===== src/rtl/arb_pkg.sv =====
`default_nettype none
// ============================================================================
// Module      : arb_pkg
// Description : Shared constants and types for the 8-way round-robin arbiter.
// Revision    : 1.0
// ============================================================================
package arb_pkg;

    localparam int NREQ   = 8;
    localparam int IDXW   = 3;
    localparam int BEAT_W = 8;

    typedef enum logic [0:0] {
        IDLE = 1'b0,
        BUSY = 1'b1
    } arb_state_t;

endpackage : arb_pkg
`default_nettype wire


===== src/rtl/rr_pick8.sv =====
`default_nettype none
// ============================================================================
// Module      : rr_pick8
// Description : Round-robin pick: first set request at or after ptr, mod 8.
// Revision    : 1.0
// ============================================================================
module rr_pick8
    import arb_pkg::*;
(
    input  logic [NREQ-1:0] req,
    input  logic [IDXW-1:0] ptr,
    output logic            any,
    output logic [IDXW-1:0] idx
);

    logic [NREQ-1:0] w_rot;
    logic [IDXW-1:0] w_off;

    // Rotate so ptr lands on bit 0, find the lowest set bit, rotate back.
    always_comb begin
        w_rot = '0;
        w_off = '0;
        for (int i = 0; i < NREQ; i++) begin
            w_rot[i] = req[IDXW'(i) + ptr];
        end
        for (int i = NREQ - 1; i >= 0; i--) begin
            if (w_rot[i]) begin
                w_off = IDXW'(i);
            end
        end
    end

    assign any = |req;
    assign idx = ptr + w_off;

endmodule : rr_pick8
`default_nettype wire


===== src/rtl/rr_arb8_idx.sv =====
`default_nettype none
// ============================================================================
// Module      : rr_arb8_idx
// Description : 8-way round-robin arbiter with burst lock, watchdog release
//               and a registered 3-bit grant index.
// Revision    : 1.0
// ============================================================================
module rr_arb8_idx #(
    parameter int NREQ      = arb_pkg::NREQ,
    parameter int IDXW      = arb_pkg::IDXW,
    parameter int MAX_BEATS = 16
) (
    input  logic            clk,
    input  logic            rst,
    input  logic [NREQ-1:0] req,
    input  logic [NREQ-1:0] req_last,
    input  logic            gnt_ready,
    output logic            gnt_valid,
    output logic [IDXW-1:0] gnt_idx,
    output logic            gnt_forced
);

    import arb_pkg::*;

    arb_state_t        r_state;
    logic [IDXW-1:0]   r_ptr;
    logic [BEAT_W-1:0] r_beat_cnt;

    logic [IDXW-1:0]   w_next_ptr;
    logic [IDXW-1:0]   w_pick_ptr;
    logic [IDXW-1:0]   w_pick_idx;
    logic              w_any;
    logic              w_accept;
    logic              w_last;
    logic              w_wdog;
    logic              w_end;

    assign w_next_ptr = gnt_idx + IDXW'(1);
    // While busy the only pick that matters is the back-to-back regrant.
    assign w_pick_ptr = (r_state == BUSY) ? w_next_ptr : r_ptr;
    assign w_accept   = gnt_valid & gnt_ready;
    assign w_last     = req_last[gnt_idx];
    assign w_wdog     = (r_beat_cnt == BEAT_W'(MAX_BEATS - 1));
    assign w_end      = w_accept & (w_last | w_wdog);

    rr_pick8 u_pick (
        .req (req),
        .ptr (w_pick_ptr),
        .any (w_any),
        .idx (w_pick_idx)
    );

    always_ff @(posedge clk or posedge rst) begin
        if (rst) begin
            r_state    <= IDLE;
            r_ptr      <= '0;
            r_beat_cnt <= '0;
            gnt_valid  <= 1'b0;
            gnt_idx    <= '0;
            gnt_forced <= 1'b0;
        end else begin
            gnt_forced <= 1'b0;
            if (r_state == IDLE) begin
                if (w_any) begin
                    gnt_idx    <= w_pick_idx;
                    gnt_valid  <= 1'b1;
                    r_beat_cnt <= '0;
                    r_state    <= BUSY;
                end
            end else begin
                if (w_end) begin
                    r_ptr      <= w_next_ptr;
                    gnt_forced <= ~w_last;
                    r_beat_cnt <= '0;
                    if (w_any) begin
                        gnt_idx <= w_pick_idx;
                    end else begin
                        gnt_valid <= 1'b0;
                        r_state   <= IDLE;
                    end
                end else if (w_accept) begin
                    r_beat_cnt <= r_beat_cnt + BEAT_W'(1);
                end
            end
        end
    end

endmodule : rr_arb8_idx
`default_nettype wire


===== config.mk =====
export PLATFORM = sky130hd
export DESIGN_NAME = rr_arb8_idx
export DESIGN_NICKNAME = d
export VERILOG_FILES = /design/src/rtl/arb_pkg.sv /design/src/rtl/rr_pick8.sv /design/src/rtl/rr_arb8_idx.sv
export SDC_FILE = /design/constraint.sdc
export NUM_CORES = 1
export LEC_CHECK = 0
export CAP_MARGIN = 20
export CORE_ASPECT_RATIO = 1.1
export CORE_MARGIN = 3
export CORE_UTILIZATION = 47
export CTS_CLUSTER_SIZE = 24
export DETAILED_ROUTE_END_ITERATION = 10
export GPL_TIMING_DRIVEN = 0
export PLACE_DENSITY = 0.75
export SETUP_SLACK_MARGIN = 0.1
export SLEW_MARGIN = 30
export SYNTH_ARGS = -nofsm -noshare
export SYNTH_HDL_FRONTEND = slang
export SYNTH_SLANG_ARGS = --single-unit
export TNS_END_PERCENT = 30

===== constraint.sdc =====
create_clock -name clk -period 3.4 [get_ports clk]
set_clock_uncertainty 0.1 [all_clocks]
set_input_delay 0.68 -clock clk [delete_from_list [all_inputs] [get_ports clk]]
set_output_delay 0.68 -clock clk [all_outputs]
set_load 0.01 [all_outputs]

==> Flow_metrics.wiki <==
{| class="wikitable"
! Metric !! Value
|-
| Outcome || finished, violations left
|-
| Failing checks || setup timing
|-
| Final critical-path share of the clock period || 102%
|-
| Max-cap violations || 0
|-
| Worst reg2reg path endpoint || gnt_idx[2]
|-
| Arrival @ worst endpoint || 3.56 ns
|-
| Clk root buf || clkbuf_4
|-
| Number of antenna violations at the first check in global routing || 0
|-
| GRT Total Usage || 20.4%
|-
| Diode count || 0
|-
| Die Outline Area || approximately 3600 sq um
|-
| Crit Path Class || flip-flop to flip-flop
|-
| Count of different cell masters after synthesis || 38
|-
| Worst-margin pin slew || 0.608 ns
|-
| Maximum clock frequency || 288 MHz
|-
| DP Wirelength || 2570 um
|-
| Cell with the largest stage delay on the worst path || dfrtp_2
|-
| Worst Setup Slack, final || -0.0696 ns
|-
| Final setup vio count || 1
|-
| Nature of the critical path startpoint || flip-flop
|-
| Vert. Die Dim || 63.0 um
|-
| Path category of the worst min-delay check || flip-flop to flip-flop
|-
| Count of boundary I/O pins || 24
|-
| Mapped Nets || 167
|-
| Number of global-route vias before repair || between 1000 and 1500
|-
| Number of buffer and inverter instances along the worst setup path || 2
|-
| Reg-to-reg startpoint || gnt_idx[0]
|-
| Hold path startpoint || r_beat_cnt[1]
|-
| Mapped Area || 1390 sq um
|-
| IR Drop Worst-Case VDD || 0.994 mV
|-
| Number of cells on the worst reg-to-reg path || 14
|-
| Power density over cell area || ~1300 nW/um^2
|-
| Detailed route wirelength on metal3 || 93 um
|-
| Uppermost layer routed || met4
|-
| Unrepaired setup endpoints after global routing || true
|-
| Post-route core utilization || approximately two thirds
|-
| End point of the worst hold path || r_beat_cnt[1]
|-
| Shortest period the worst path allows || 3.47 ns
|-
| Hold violation total from the final report || 0
|-
| Wirelength per Cell || roughly 17 um
|-
| Gpl congestion || ~0.92
|-
| Crit-path max cell delay || ~0.45 ns
|-
| Crit path max-delay family || multiplexers
|-
| Clock-pin transition on the worst setup and hold timing paths || 0.10 ns
|-
| CTS tree || yes
|-
| Met1 WL || 1420 um
|-
| Clock sink count || 17
|-
| Synthesis-to-layout area growth || 33.4%
|-
| DR iter-0 viols || 62
|-
| Post-Syn Instances || between 100 and 150
|-
| Std-Cell Core Area || approximately 2800 sq um
|-
| First-pass GRT wire length || about 5900 um
|-
| Nets@finish || 202
|-
| Number of synthesized flops with an enable pin || 0
|-
| Maximum fanout encountered on the critical timing path || 7
|-
| Top_reg_cell synth || dfrtp_1
|-
| Max-slew violation count || 0
|-
| Initial cell density of the core || roughly half
|-
| Number of synthesized register bits || 17
|-
| Fin Setup TNS || -0.0696 ns
|-
| Count of standard-cell rows || 20
|-
| Sequence of cells on the critical path || ha_4 -> mux2i_4 -> buf_4 -> inv_2 -> a21oi_1 -> xnor2_2 -> mux2_2 -> a211o_1 -> nand3_1 -> a21oi_1 -> fa_2 -> xnor2_2 -> xnor2_1 -> mux2_4
|-
| Pin count of the biggest net entering global routing || 18
|-
| Routed vias/inst || slightly above 6
|-
| Stages on the worst setup path || 14
|-
| DRC errors left || 0
|-
| Buffers from clock root to sink, at most || 2
|-
| Horizontal extent of the die || 57.9 um
|-
| Async S/R FF share, synth || 100%
|-
| Detailed-route via count || 1279
|-
| Worst EP required || 3.49 ns
|-
| Worst max-slew margin expressed relative to the limit || 59.4%
|-
| Synthesized area per cell || between 9 and 10 sq um
|-
| Overall overflow remaining after global route || 0
|-
| Remaining number of nets flagged by the antenna check after routing || 0
|-
| Leakage power || 0.768 nW
|-
| Post-detailed-routing wire length || between 3000 and 4000 um
|-
| Critical path endpoint category || flip-flop
|-
| H-tree level count || 1
|-
| Number of CTS-inserted buffers || 3
|-
| Met2 routed wirelength || 1940 um
|-
| Clock latency on the worst-skew pair || 0.30 ns
|-
| Internal reg-to-reg setup slack || -0.07 ns
|-
| Total iterations of the first detailed-routing run || 4
|-
| Number of cells on the worst hold path || 1
|-
| Number of warnings reported in the yosys synthesis log || 0
|-
| Port buffer count || 23
|-
| Share of synthesized area occupied by flip-flops and latches || between 30% and 40%
|-
| Proportion of layout cells with a drive suffix above 1 || 25.4%
|}
[area by class of cell]
class / count / area (sq um)
multi-input combinational: 118 / 1020
fill: 233 / 948
sequential: 17 / 429
timing repair buffer: 30 / 283
tap: 33 / 41.3
buffer: 3 / 30.0
inverter: 5 / 23.8
clock buffer: 3 / 22.5
clock inverter: 1 / 5.00
[routing by layer]
layer | GRT usage (%) | up-vias
li1 | - | 598
met4 | 11.6 | 0
met2 | 35.3 | 33
met5 | 0 | -
met3 | 1.24 | 15
met1 | 24.3 | 633
[stage by stage]
step	area [sq um]	total power [mW]	cells	hold slack [ns]	worst slack, ns
global placement	1690	1.85	199	0.367	-0.164
floorplan	1420	1.57	143	0.357	0.0163
CTS	1810	2.23	210	0.425	-0.0238
detailed placement	1690	1.93	199	0.377	-0.242
finish	1850	2.39	210	0.430	-0.0696
global route	1850	2.55	210	0.464	-0.200
[state kept, by name, indices dropped and copies added (netlist names)]
signal	count
gnt_valid	1
gnt_idx	3
r_ptr	3
gnt_forced	1
r_state	1
r_beat_cnt	8
[how the worst max path moves through the flow]
stage	startpoint	endpoint	slack [ns]
after floorplan	gnt_idx[1]	gnt_idx[2]	0.02
after global placement	gnt_idx[1]	gnt_idx[2]	-0.16
after detailed placement	gnt_idx[1]	gnt_idx[2]	-0.24
after CTS	gnt_idx[0]	gnt_idx[2]	-0.02
after global routing	gnt_idx[0]	gnt_idx[2]	-0.20
final	gnt_idx[0]	gnt_idx[2]	-0.07
[Yosys cell counts, types with 3 or more instances]
cell / instances / share of area [%]
dfrtp_1: 17 / 31
nor2_1: 16 / 4.3
nand3_1: 11 / 4.0
xnor2_1: 10 / 6.3
a21oi_1: 9 / 3.2
mux2i_1: 8 / 5.8
mux4_2: 6 / 9.7
nand2_1: 5 / 1.4
a211oi_1: 4 / 2.2
and3_1: 4 / 1.8
ha_1: 4 / 3.6
mux2_1: 4 / 3.2
mux2_2: 4 / 3.2
o21ai_0: 4 / 1.4
buf_2: 3 / 1.1
inv_1: 3 / 0.81
nand3b_1: 3 / 1.6
nor2b_1: 3 / 1.4
xor2_1: 3 / 1.9
[kinds of logic (layout without fill, tap and decap cells)]
family | count (synthesis) | in the layout | synth area share [%]
AO/OA/AOI/OAI | 25 | 25 | 11.2
flip-flops | 17 | 17 | 30.6
buffers and inverters | 8 | 42 | 2.61
adder cells (fa/ha/maj) | 5 | 5 | 5.04
multiplexers | 23 | 23 | 23.0
XOR/XNOR | 13 | 13 | 8.19
AND/OR/NAND/NOR | 52 | 52 | 19.4
[where the power goes]
group	switching, mW	total (mW)	internal (mW)
Combinational	0.960	1.95	0.993
Clock	0.0661	0.110	0.0440
Sequential	0.0622	0.330	0.268
[cell usage in the layout (no fill, tap or decap), types with 4 or more instances in the layout]
cell type and instances:
nor2_1 16, buf_4 7, xnor2_1 8, mux2i_1 7
mux2_1 4, clkdlybuf4s50_1 23, dfrtp_1 14, and3_1 4
nand3_1 11, a211oi_1 4, mux4_2 6, clkbuf_4 4
nand2_1 5, a21oi_1 9
[what timing repair did]
item | 4_1_cts | 5_1_grt
resized for setup | 11 | 8
setup buffers | 7 | 0
pin swaps | 2 | 0
setup endpoints to repair | 2 | 2
hold buffers | 0 | 0
Note: power is estimated with default switching activity, not from simulation.
